`config.mk`:
```
export PLATFORM = sky130hd
export DESIGN_NAME = axi_rd_arbiter
export DESIGN_NICKNAME = d
export VERILOG_FILES = /design/src/rtl/axi_rd_arbiter.sv
export SDC_FILE = /design/constraint.sdc
export NUM_CORES = 1
export LEC_CHECK = 0
export BUFFER_PORTS_ARGS = -buffer_cell sky130_fd_sc_hd__buf_2
export CORE_MARGIN = 2
export CORE_UTILIZATION = 49
export DETAILED_ROUTE_END_ITERATION = 12
export PLACE_DENSITY = 0.89
export SLEW_MARGIN = 30
export SYNTH_ARGS = -nofsm -noshare
export SYNTH_HDL_FRONTEND = slang
export SYNTH_SLANG_ARGS = --single-unit
```
`constraint.sdc`:
```
create_clock -name clk -period 4.4 [get_ports clk]
set_input_delay 0.44 -clock clk [delete_from_list [all_inputs] [get_ports clk]]
set_output_delay 0.44 -clock clk [all_outputs]
set_load 0.01 [all_outputs]
```
`src/rtl/axi_rd_arbiter.sv`:
```
// axi_rd_arbiter: shares one AXI AR channel between inst/data read ports, with per-ID outstanding limits and RAW hazard blocking.
// Define RR_ARB_EN for round-robin arbitration; otherwise data has fixed priority over inst.
module axi_rd_arbiter #(
  parameter int MAX_OUTST = 2,
  parameter int ADDR_W    = 32
) (
  input  logic              clk,
  input  logic              resetn,
  input  logic              inst_req,
  input  logic [ADDR_W-1:0] inst_addr,
  input  logic [1:0]        inst_size,
  output logic              inst_addr_ok,
  input  logic              data_req,
  input  logic [ADDR_W-1:0] data_addr,
  input  logic [1:0]        data_size,
  output logic              data_addr_ok,
  input  logic              wr_busy,
  input  logic [ADDR_W-1:0] wr_addr,
  output logic [3:0]        arid,
  output logic [ADDR_W-1:0] araddr,
  output logic [7:0]        arlen,
  output logic [2:0]        arsize,
  output logic [1:0]        arburst,
  output logic [1:0]        arlock,
  output logic [3:0]        arcache,
  output logic [2:0]        arprot,
  output logic              arvalid,
  input  logic              arready,
  input  logic [3:0]        rid,
  input  logic              rvalid,
  input  logic              rready,
  input  logic              rlast
);
  typedef enum logic {IDLE, ISSUE} state_t;
  state_t            r_state, w_next;
  logic              r_id;
  logic [ADDR_W-1:0] r_addr;
  logic [1:0]        r_size;
  logic [2:0]        r_cnt [2];
  logic              w_inst_ok, w_data_ok, w_pick_data, w_grant, w_hs, w_rdone, w_unused;
  logic [1:0]        w_inc, w_dec;
  assign w_unused  = ^rid[3:1];
  assign w_inst_ok = inst_req && r_cnt[0] < 3'(MAX_OUTST);
  assign w_data_ok = data_req && r_cnt[1] < 3'(MAX_OUTST)
                     && !(wr_busy && data_addr[ADDR_W-1:2] == wr_addr[ADDR_W-1:2]);
`ifdef RR_ARB_EN
  logic r_rr;
  assign w_pick_data = w_data_ok && (!w_inst_ok || r_rr);
  // Pointer favours the port that was not just granted.
  always_ff @(posedge clk or negedge resetn)
    if (!resetn) r_rr <= 1'b0;
    else if (w_grant) r_rr <= !w_pick_data;
`else
  assign w_pick_data = w_data_ok;
`endif
  assign w_grant      = resetn && r_state == IDLE && (w_inst_ok || w_data_ok);
  assign inst_addr_ok = w_grant && !w_pick_data;
  assign data_addr_ok = w_grant && w_pick_data;
  assign w_hs         = arvalid && arready;
  assign w_rdone      = rvalid && rready && rlast;
  assign w_inc        = {w_hs && r_id, w_hs && !r_id};
  assign w_dec        = {w_rdone && rid[0] && r_cnt[1] != 3'd0, w_rdone && !rid[0] && r_cnt[0] != 3'd0};
  always_comb w_next = r_state == IDLE ? (w_grant ? ISSUE : IDLE) : (arready ? IDLE : ISSUE);
  always_ff @(posedge clk or negedge resetn)
    if (!resetn) begin
      r_state  <= IDLE;
      r_id     <= 1'b0;
      r_addr   <= '0;
      r_size   <= 2'd0;
      r_cnt[0] <= 3'd0;
      r_cnt[1] <= 3'd0;
    end else begin
      r_state <= w_next;
      if (w_grant) begin
        r_id   <= w_pick_data;
        r_addr <= w_pick_data ? data_addr : inst_addr;
        r_size <= w_pick_data ? data_size : inst_size;
      end
      for (int k = 0; k < 2; k++) r_cnt[k] <= r_cnt[k] + {2'b0, w_inc[k]} - {2'b0, w_dec[k]};
    end
  assign arvalid = r_state == ISSUE;
  assign arid    = {3'b0, r_id};
  assign araddr  = r_addr;
  assign arsize  = {1'b0, r_size};
  assign arlen   = 8'd0;
  assign arburst = 2'b01;
  assign arlock  = 2'b00;
  assign arcache = 4'd0;
  assign arprot  = 3'd0;
endmodule

```
==> impl_metrics.ini, run 1 <==
[layout]
final_util = 0.632
drive_gt1_frac = 0.510
multiInputGateArea_um2 = 1740
final_cell_count_no_fill = 518
mostFrequentLayoutCells = buf_2, dfrtp_1, nor3_1, nor2_1, a211oi_2
synthToLayoutAreaGrowth_pct = 23.1
fill_cells = 500
layout_commonest_cell = buf_2
num_antenna_cells = 0
nets = 563
seq_area_um2 = 1050

[detailed_routing]
ant_nets = 0
wl_per_cell_um = 16.7
wirelength_mm = 8.64
via_per_inst = 5.35
route.detailed.drc = 0
drt-pass1-iter-count = 4
vias = 2773
drtIter0Drc = 162

[power_and_ir_drop]
netSwitchingPower_w = 0.000815
p_leak_nw = 1.73
peakVddDrop_mv = 0.232
cellPowerDensity_nw_per_um2 = 527
p_sw_frac = 0.406
pwr-share-comb = 0.503
seqPwrFrac = 0.345
clkPwrFrac = 0.153
p_int_w = 0.00119

[logic_synthesis]
synth_area_um2 = 3090
synth.distinct_cells = 35
ys_ff_latch = 42
synthCells = 308
yosysSeqAreaShare = 0.340
avgSynthCellArea_um2 = 10.0
synth_warnings = 0

[sta]
period_needed_ps = 2910
post-route-period-util = 0.660
final.setup.tns_ps = 0
max_slew_margin = 0.527
setup_viol = 0
slew_viol_final = 0
fin_hold_ws_ps = 254
fmax_mhz = 344
skew_ps = 8.68
worst_pin_slew_ps = 709
final-hold-violation-count = 0
rsz0062_at_grt = false

[floorplanning]
initial_core_util = 0.513
die_y_um = 83.5
coreArea_um2 = 6030
dieArea_um2 = 6960
rows = 28
ios = 174
chipWidth_um = 83.5

[clock_network]
cts_root_buf = clkbuf_8
cts_buffers = 5
path_clk_slew_ps = 90
cts_resized = 0
clock_latency_ps = 300
ctsHoldBuffers = 0
cts_buffer_depth = 2
ctsHtreeMaxLevel = 2
tritoncts = yes
cts_num_sinks = 42
cts_setup_buffers = 0

[placement]
hpwlAfterDp_mm = 6.50
placedCellCount = 510
io_buffers = 145
globalplace.congestion = 0.827

[setup_path]
critPathMaxFanout = 35
start_kind = input pin
cp.required_ps = 3960
end_kind = output port
critPathKind = input pin to output port
worstPathArrival_ps = 2470
worstRegToRegCells = 5

[min_path]
hold_class = input pin to asynchronous set/reset pin

[global_routing]
grt_first_pass_wirelength_mm = 13.7
antenna_found_initial = 0
grt_overflow = 0
grt_pass1_vias = 2850
grt_max_degree = 44
grt_use_total = 0.247

[run]
drv_cap = 0

[outcome]
outcome = completed
[registers in the layout, summed over array words and instances, names as in the netlist]
| name | count |
|---|---|
| r_size | 2 |
| r_id | 1 |
| arvalid | 1 |
| r_cnt | 6 |
| araddr | 32 |
[worst max-delay path, stage by stage]
cell	delay (ps)
buf_2	100
xor2_1	150
nor4_1	410
nand4_1	250
o311a_2	490
buf_4	310
nor2_1	140
buf_2	160
[power groups by stage]
stage / Sequential, W / Combinational, W / Clock [W]
3_5_place_dp: 0.000697 / 0.00102 / 0
5_1_grt: 0.000717 / 0.00110 / 0.000331
6_report: 0.000691 / 0.00101 / 0.000307
4_1_cts: 0.000691 / 0.00102 / 0.000313
3_3_place_gp: 0.000685 / 0.000975 / 0
2_1_floorplan: 0.000756 / 0.000652 / 0
[synth_stat cells]
library cell	instances	area (µm²)
dfrtp_1	42	1050
nor3_1	41	205
nor2_1	35	131
a211oi_2	30	375
nor3_2	29	290
xor2_1	26	228
buf_4	25	188
inv_1	11	41.3
buf_6	10	113
clkbuf_1	7	26.3
ha_1	6	75.1
nor4_1	5	31.3
a211oi_1	4	30.0
nand2_1	4	15.0
xnor2_1	4	35.0
nand3_1	3	15.0
and3_1	2	12.5
clkbuf_4	2	15.0
conb_1	2	7.51
fa_1	2	40.0
nand2b_1	2	12.5
o311a_1	2	20.0
or2b_1	2	15.0
buf_1	1	3.75
inv_2	1	3.75
nand2_8	1	20.0
nand3_2	1	10.0
nand3b_1	1	7.51
nand4_1	1	6.26
nor2b_1	1	6.26
nor3b_1	1	7.51
o2111ai_1	1	8.76
o311ai_4	1	26.3
or2b_2	1	8.76
or4_4	1	11.3
[area by class of cell]
class | count | share of cell area
timing repair buffer | 151 | 0.202
clock inverter | 3 | 0.0105
sequential | 42 | 0.276
tap | 75 | 0.0247
clock buffer | 5 | 0.0181
multi-input combinational | 230 | 0.456
inverter | 12 | 0.0118
[cell families (layout without fill, tap and decap cells)]
logic type / after synthesis / after routing / share of synthesized area
AO/OA/AOI/OAI: 38 / 38 / 0.149
adder cells (fa/ha/maj): 8 / 8 / 0.0372
XOR/XNOR: 30 / 30 / 0.0850
other: 2 / 23 / 0.00243
AND/OR/NAND/NOR: 131 / 131 / 0.261
flip-flops: 42 / 42 / 0.340
buffers and inverters: 57 / 171 / 0.126
[routing by layer]
| layer | global-route usage | vias to the layer above | wire length [µm] |
|---|---|---|---|
| met4 | 0.0894 | 0 | 245 |
| met2 | 0.441 | 143 | 4330 |
| li1 | - | 1293 | - |
| met5 | 0 | - | 0 |
| met1 | 0.299 | 1317 | 3540 |
| met3 | 0.0425 | 20 | 520 |
[final timing paths]
path,from,end,slack [ps]
setup / recovery,wr_addr[3],inst_addr_ok,1490
hold / removal,resetn,araddr[31],250
setup reg to reg,arvalid,araddr[21],1940
hold reg to reg,r_cnt[0],r_cnt[0],510
max in group asynchronous,resetn,araddr[21],3760
min in group clk,inst_addr[8],araddr[8],440
[per-stage QoR]
stage / power, W / setup slack (ps) / instance area (µm²)
global placement: 0.00166 / 1460 / 3700
finish: 0.00201 / 1490 / 3810
global route: 0.00214 / 1380 / 3810
detailed placement: 0.00171 / 1510 / 3700
CTS: 0.00202 / 1500 / 3810
floorplan: 0.00141 / 1970 / 3170
Power figures use the tool's default switching activity.
==> run 2: changes to the inputs <==
--- a/config.mk
+++ b/config.mk
@@ -7,9 +7,9 @@
 export LEC_CHECK = 0
 export BUFFER_PORTS_ARGS = -buffer_cell sky130_fd_sc_hd__buf_2
 export CORE_MARGIN = 2
-export CORE_UTILIZATION = 49
+export CORE_UTILIZATION = 45
 export DETAILED_ROUTE_END_ITERATION = 12
-export PLACE_DENSITY = 0.89
+export PLACE_DENSITY = 0.82
 export SLEW_MARGIN = 30
 export SYNTH_ARGS = -nofsm -noshare
 export SYNTH_HDL_FRONTEND = slang
==> constraint.sdc (replaced) <==
create_clock -name clk -period 2.8 [get_ports clk]
set_input_delay 0.28 -clock clk [delete_from_list [all_inputs] [get_ports clk]]
set_output_delay 0.28 -clock clk [all_outputs]
set_load 0.01 [all_outputs]
==> run 2 against run 1 <==
  * Largest power group unchanged
  * Worst hold slack lost 150 ps
  * Critical path type unchanged
  * Power grew 55%
  * Non-clock buffer count rose by 5
  * Critical endpoint unchanged
  * Flip-flop and latch count unchanged
  * Register-to-register slack worse by 1100 ps
  * Combinational power rose by 59%
==> impl_metrics.ini, run 2 (synthesis gave the netlist of run 1 again) <==
[floorplanning]
chipWidth_um = 86.9
initial_core_util = 0.460
die_y_um = 86.9
ios = 174
coreArea_um2 = 6720
rows = 30
dieArea_um2 = 7550

[setup_path]
cp.required_ps = 2520
r2r_end = r_cnt[2]
worstRegToRegCells = 7
crit_top_cell = buf_2
critPathMaxFanout = 4
rrSetupSlack_ps = 860
end_kind = output port
crit_cells = 7
cpLargestDelayFamily = simple AND/OR/NAND/NOR gates
path_cells = buf_2 > xnor2_1 > nand3_1 > or4_4 > o311a_2 > nor2_1 > buf_2
r2r_start = r_cnt[1]
crit_path_top_delay_cell = or4_4
cpPeakStageDelay_ps = 530
path_buf_inv = 2
start_kind = input pin
worstPathArrival_ps = 2120
critPathKind = input pin to output port

[global_routing]
grt_overflow = 0
grt_use_total = 0.224
antenna_found_initial = 0
grt_max_degree = 44
grt_pass1_vias = 2762
grt_first_pass_wirelength_mm = 13.1

[outcome]
outcome = completed

[sta]
max_slew_margin = 0.601
final.setup.tns_ps = 0
slew_viol_final = 0
post-route-period-util = 0.858
rsz0062_at_grt = false
final-hold-violation-count = 0
skew_ps = 6.82
fmax_mhz = 416
worst_pin_slew_ps = 599
setup_viol = 0
period_needed_ps = 2400

[clock_network]
cts_setup_buffers = 0
ctsHoldBuffers = 0
cts_resized = 0
path_clk_slew_ps = 80
clock_latency_ps = 290
tritoncts = yes
cts_num_sinks = 42
cts_buffer_depth = 2
cts_root_buf = clkbuf_8
ctsHtreeMaxLevel = 2
cts_buffers = 5

[placement]
io_buffers = 145
placedCellCount = 520
globalplace.congestion = 0.766
hpwlAfterDp_mm = 6.56

[layout]
num_antenna_cells = 0
synthToLayoutAreaGrowth_pct = 24.3
final_cell_count_no_fill = 528
nets = 568
drive_gt1_frac = 0.513
mostFrequentLayoutCells = buf_2, dfrtp_1, nor3_1, nor2_1, a211oi_2
layout_commonest_cell = buf_2
largest_reg_flops = 32

[detailed_routing]
drtIter0Drc = 127
wl_per_cell_um = 16.2
vias = 2760
via_per_inst = 5.23
wirelength_mm = 8.53
ant_nets = 0
drt-pass1-iter-count = 4
route.detailed.drc = 0

[min_path]
hold_class = input pin to asynchronous set/reset pin

[run]
drv_cap = 0

[power_and_ir_drop]
cellPowerDensity_nw_per_um2 = 809
p_leak_nw = 1.75
peakVddDrop_mv = 0.327
## run 2: cell count changes in the layout (fill, tap and decap cells not counted)
cell,change
bufinv_16,-1
buf_12,+1
clkinv_2,-1
clkbuf_1,+1
clkbuf_8,+1
buf_4,+4
## run 2: layout make-up
class                   count  area, µm²
fillers                   580       2870
multi-input cells         230       1740
flip-flops and latches     42       1050
repair buffers            156        821
well taps                  80        100
clock buffers               7       86.3
inverters                  12       45.0
clock inverters             1       5.00
## run 2: report_power, final
group          leakage (nW)  internal [W]  total, W  switching [W]
Sequential            0.464      0.000906   0.00108       0.000178
Clock                0.0482      0.000200  0.000416       0.000216
Combinational          1.24      0.000728   0.00161       0.000884
Total                  1.75       0.00183   0.00311        0.00128
## run 2: layer usage
layer	wire length, µm	vias to the layer above	GRT usage
li1	-	1310	-
met1	3690	1317	0.282
met2	4210	125	0.382
met3	518	8	0.0379
met4	117	0	0.0866
met5	0	-	0
## run 2: worst max path at each step
stage | slack (ps) | endpoint | startpoint
after CTS | 390 | inst_addr_ok | wr_addr[21]
after floorplan | 690 | inst_addr_ok | wr_addr[13]
after detailed placement | 350 | r_size[1] | wr_addr[21]
after global routing | 280 | inst_addr_ok | wr_addr[21]
after global placement | 360 | araddr[20] | wr_addr[21]
final | 400 | inst_addr_ok | data_addr[25]
## run 2: metrics by stage
step	utilization	hold WS [ps]	total power (W)	setup slack [ps]	area, µm²
global placement	0.559	419	0.00265	363	3750
floorplan	-	-15.6	0.00221	689	3170
CTS	0.572	114	0.00314	391	3840
detailed placement	0.559	434	0.00272	354	3750
finish	0.572	105	0.00311	399	3840
global route	0.572	130	0.00333	281	3840
==> run 3: changes to the inputs <==
--- a/config.mk
+++ b/config.mk
@@ -9,7 +9,7 @@
 export CORE_MARGIN = 2
 export CORE_UTILIZATION = 45
 export DETAILED_ROUTE_END_ITERATION = 12
-export PLACE_DENSITY = 0.82
+export PLACE_DENSITY = 0.88
 export SLEW_MARGIN = 30
 export SYNTH_ARGS = -nofsm -noshare
 export SYNTH_HDL_FRONTEND = slang
==> run 3 against run 2 <==
  * Clock skew grew 1.5 ps
  * Cell area grew 0.13%
  * Flip-flop and latch count is the same
  * Highest routed layer unchanged
  * Power shrank 1.9%
==> impl_metrics.ini, run 3 (synthesis gave the netlist of run 1 again) <==
[outcome]
outcome = completed

[layout]
num_antenna_cells = 0
nets = 570
mostFrequentLayoutCells = buf_2, dfrtp_1, nor3_1, nor2_1, a211oi_2
layout_commonest_cell = buf_2
fill_cells = 558
synthToLayoutAreaGrowth_pct = 24.5
final_cell_count_no_fill = 529
drive_gt1_frac = 0.514
largest_reg_flops = 32

[sta]
rsz0062_at_grt = false
max_slew_margin = 0.605
worst_pin_slew_ps = 592
setup_viol = 0
slew_viol_final = 0
fin_hold_ws_ps = 277
post-route-period-util = 0.884
final.setup.tns_ps = 0
period_needed_ps = 2470
skew_ps = 8.37
fmax_mhz = 404
final-hold-violation-count = 0

[clock_network]
path_clk_slew_ps = 80
cts_buffers = 5
ctsHtreeMaxLevel = 2
cts_root_buf = clkbuf_8
clock_latency_ps = 290
tritoncts = yes
cts_num_sinks = 42
cts_buffer_depth = 2
cts_setup_buffers = 0

[placement]
io_buffers = 145
globalplace.congestion = 0.825
hpwlAfterDp_mm = 6.63
placedCellCount = 521

[detailed_routing]
vias = 2744
drtIter0Drc = 74
route.detailed.drc = 0
wl_per_cell_um = 15.7
wirelength_mm = 8.31
via_per_inst = 5.19
drt-pass1-iter-count = 4
ant_nets = 0

[setup_path]
path_buf_inv = 3
end_kind = output port
cp.required_ps = 2520
cpLargestDelayFamily = simple AND/OR/NAND/NOR gates
start_kind = input pin
worstPathArrival_ps = 2190
crit_path_top_delay_cell = or4_4
cpPeakStageDelay_ps = 530
crit_top_cell = buf_2
critPathMaxFanout = 15
critPathKind = input pin to output port
path_cells = buf_2 > xnor2_1 > nand3_1 > or4_4 > o311a_2 > nand2_8 > inv_2 > buf_2

[run]
drv_cap = 0

[global_routing]
grt_pass1_vias = 2656
grt_max_degree = 24
grt_first_pass_wirelength_mm = 12.6
grt_use_total = 0.219
grt_overflow = 0
antenna_found_initial = 0

[floorplanning]
initial_core_util = 0.460
chipWidth_um = 86.9
rows = 30
dieArea_um2 = 7550
coreArea_um2 = 6720
ios = 174
die_y_um = 86.9

[power_and_ir_drop]
peakVddDrop_mv = 0.350
cellPowerDensity_nw_per_um2 = 793
p_leak_nw = 1.75

[min_path]
hold_class = input pin to register
==> run 3: worst paths after layout <==
path | startpoint | slack [ps] | end | depth (start not counted)
max | wr_addr[25] | 330 | data_addr_ok | 8
min | inst_addr[30] | 280 | araddr[30] | 3
max reg2reg | r_cnt[1] | 860 | r_size[1] | 6
min reg2reg | r_cnt[3] | 530 | r_cnt[3] | 1
max in group asynchronous | resetn | 1920 | araddr[2] | 3
min in group asynchronous | resetn | 350 | araddr[19] | 2
==> run 3: layout make-up <==
type / count / area (µm²) / area share
flip-flops and latches: 42 / 1050 / 0.273
multi-input cells: 230 / 1740 / 0.451
inverters: 12 / 45.0 / 0.0117
well taps: 80 / 100 / 0.0260
clock inverters: 2 / 10.0 / 0.00260
repair buffers: 158 / 838 / 0.218
clock buffers: 5 / 68.8 / 0.0179
==> run 3: worst register-to-register path, delay by kind of cell, from the launching register on <==
family	cells	cell delay, ps
compound gates	2	630
buf+inv	2	470
flops	1	420
fa+ha+maj	1	230
simple gates	1	90
==> run 3: power breakdown <==
part / total, W / switching [W] / internal, W
Combinational: 0.00160 / 0.000872 / 0.000730
Clock: 0.000368 / 0.000200 / 0.000167
Sequential: 0.00108 / 0.000174 / 0.000906
==> run 3: per-layer routing <==
layer / track usage / vias up / part of all wire
met4: 0.0895 / 0 / 0.021
li1: - / 1310 / -
met3: 0.0408 / 17 / 0.060
met5: 0 / - / 0
met2: 0.385 / 122 / 0.51
met1: 0.262 / 1295 / 0.41
==> run 3: through the flow <==
stage	total power (W)	util	instance area [µm²]	setup WS, ps
finish	0.00305	0.573	3850	325
global route	0.00328	0.573	3850	224
CTS	0.00308	0.573	3850	285
detailed placement	0.00271	0.560	3760	237
global placement	0.00264	0.560	3760	253
floorplan	0.00221	-	3170	689
==> run 3: timing repair <==
item | in CTS | in global routing
hold buffers | 1 | 0
resized for setup | 0 | 0
hold endpoints to repair | 5 | 0
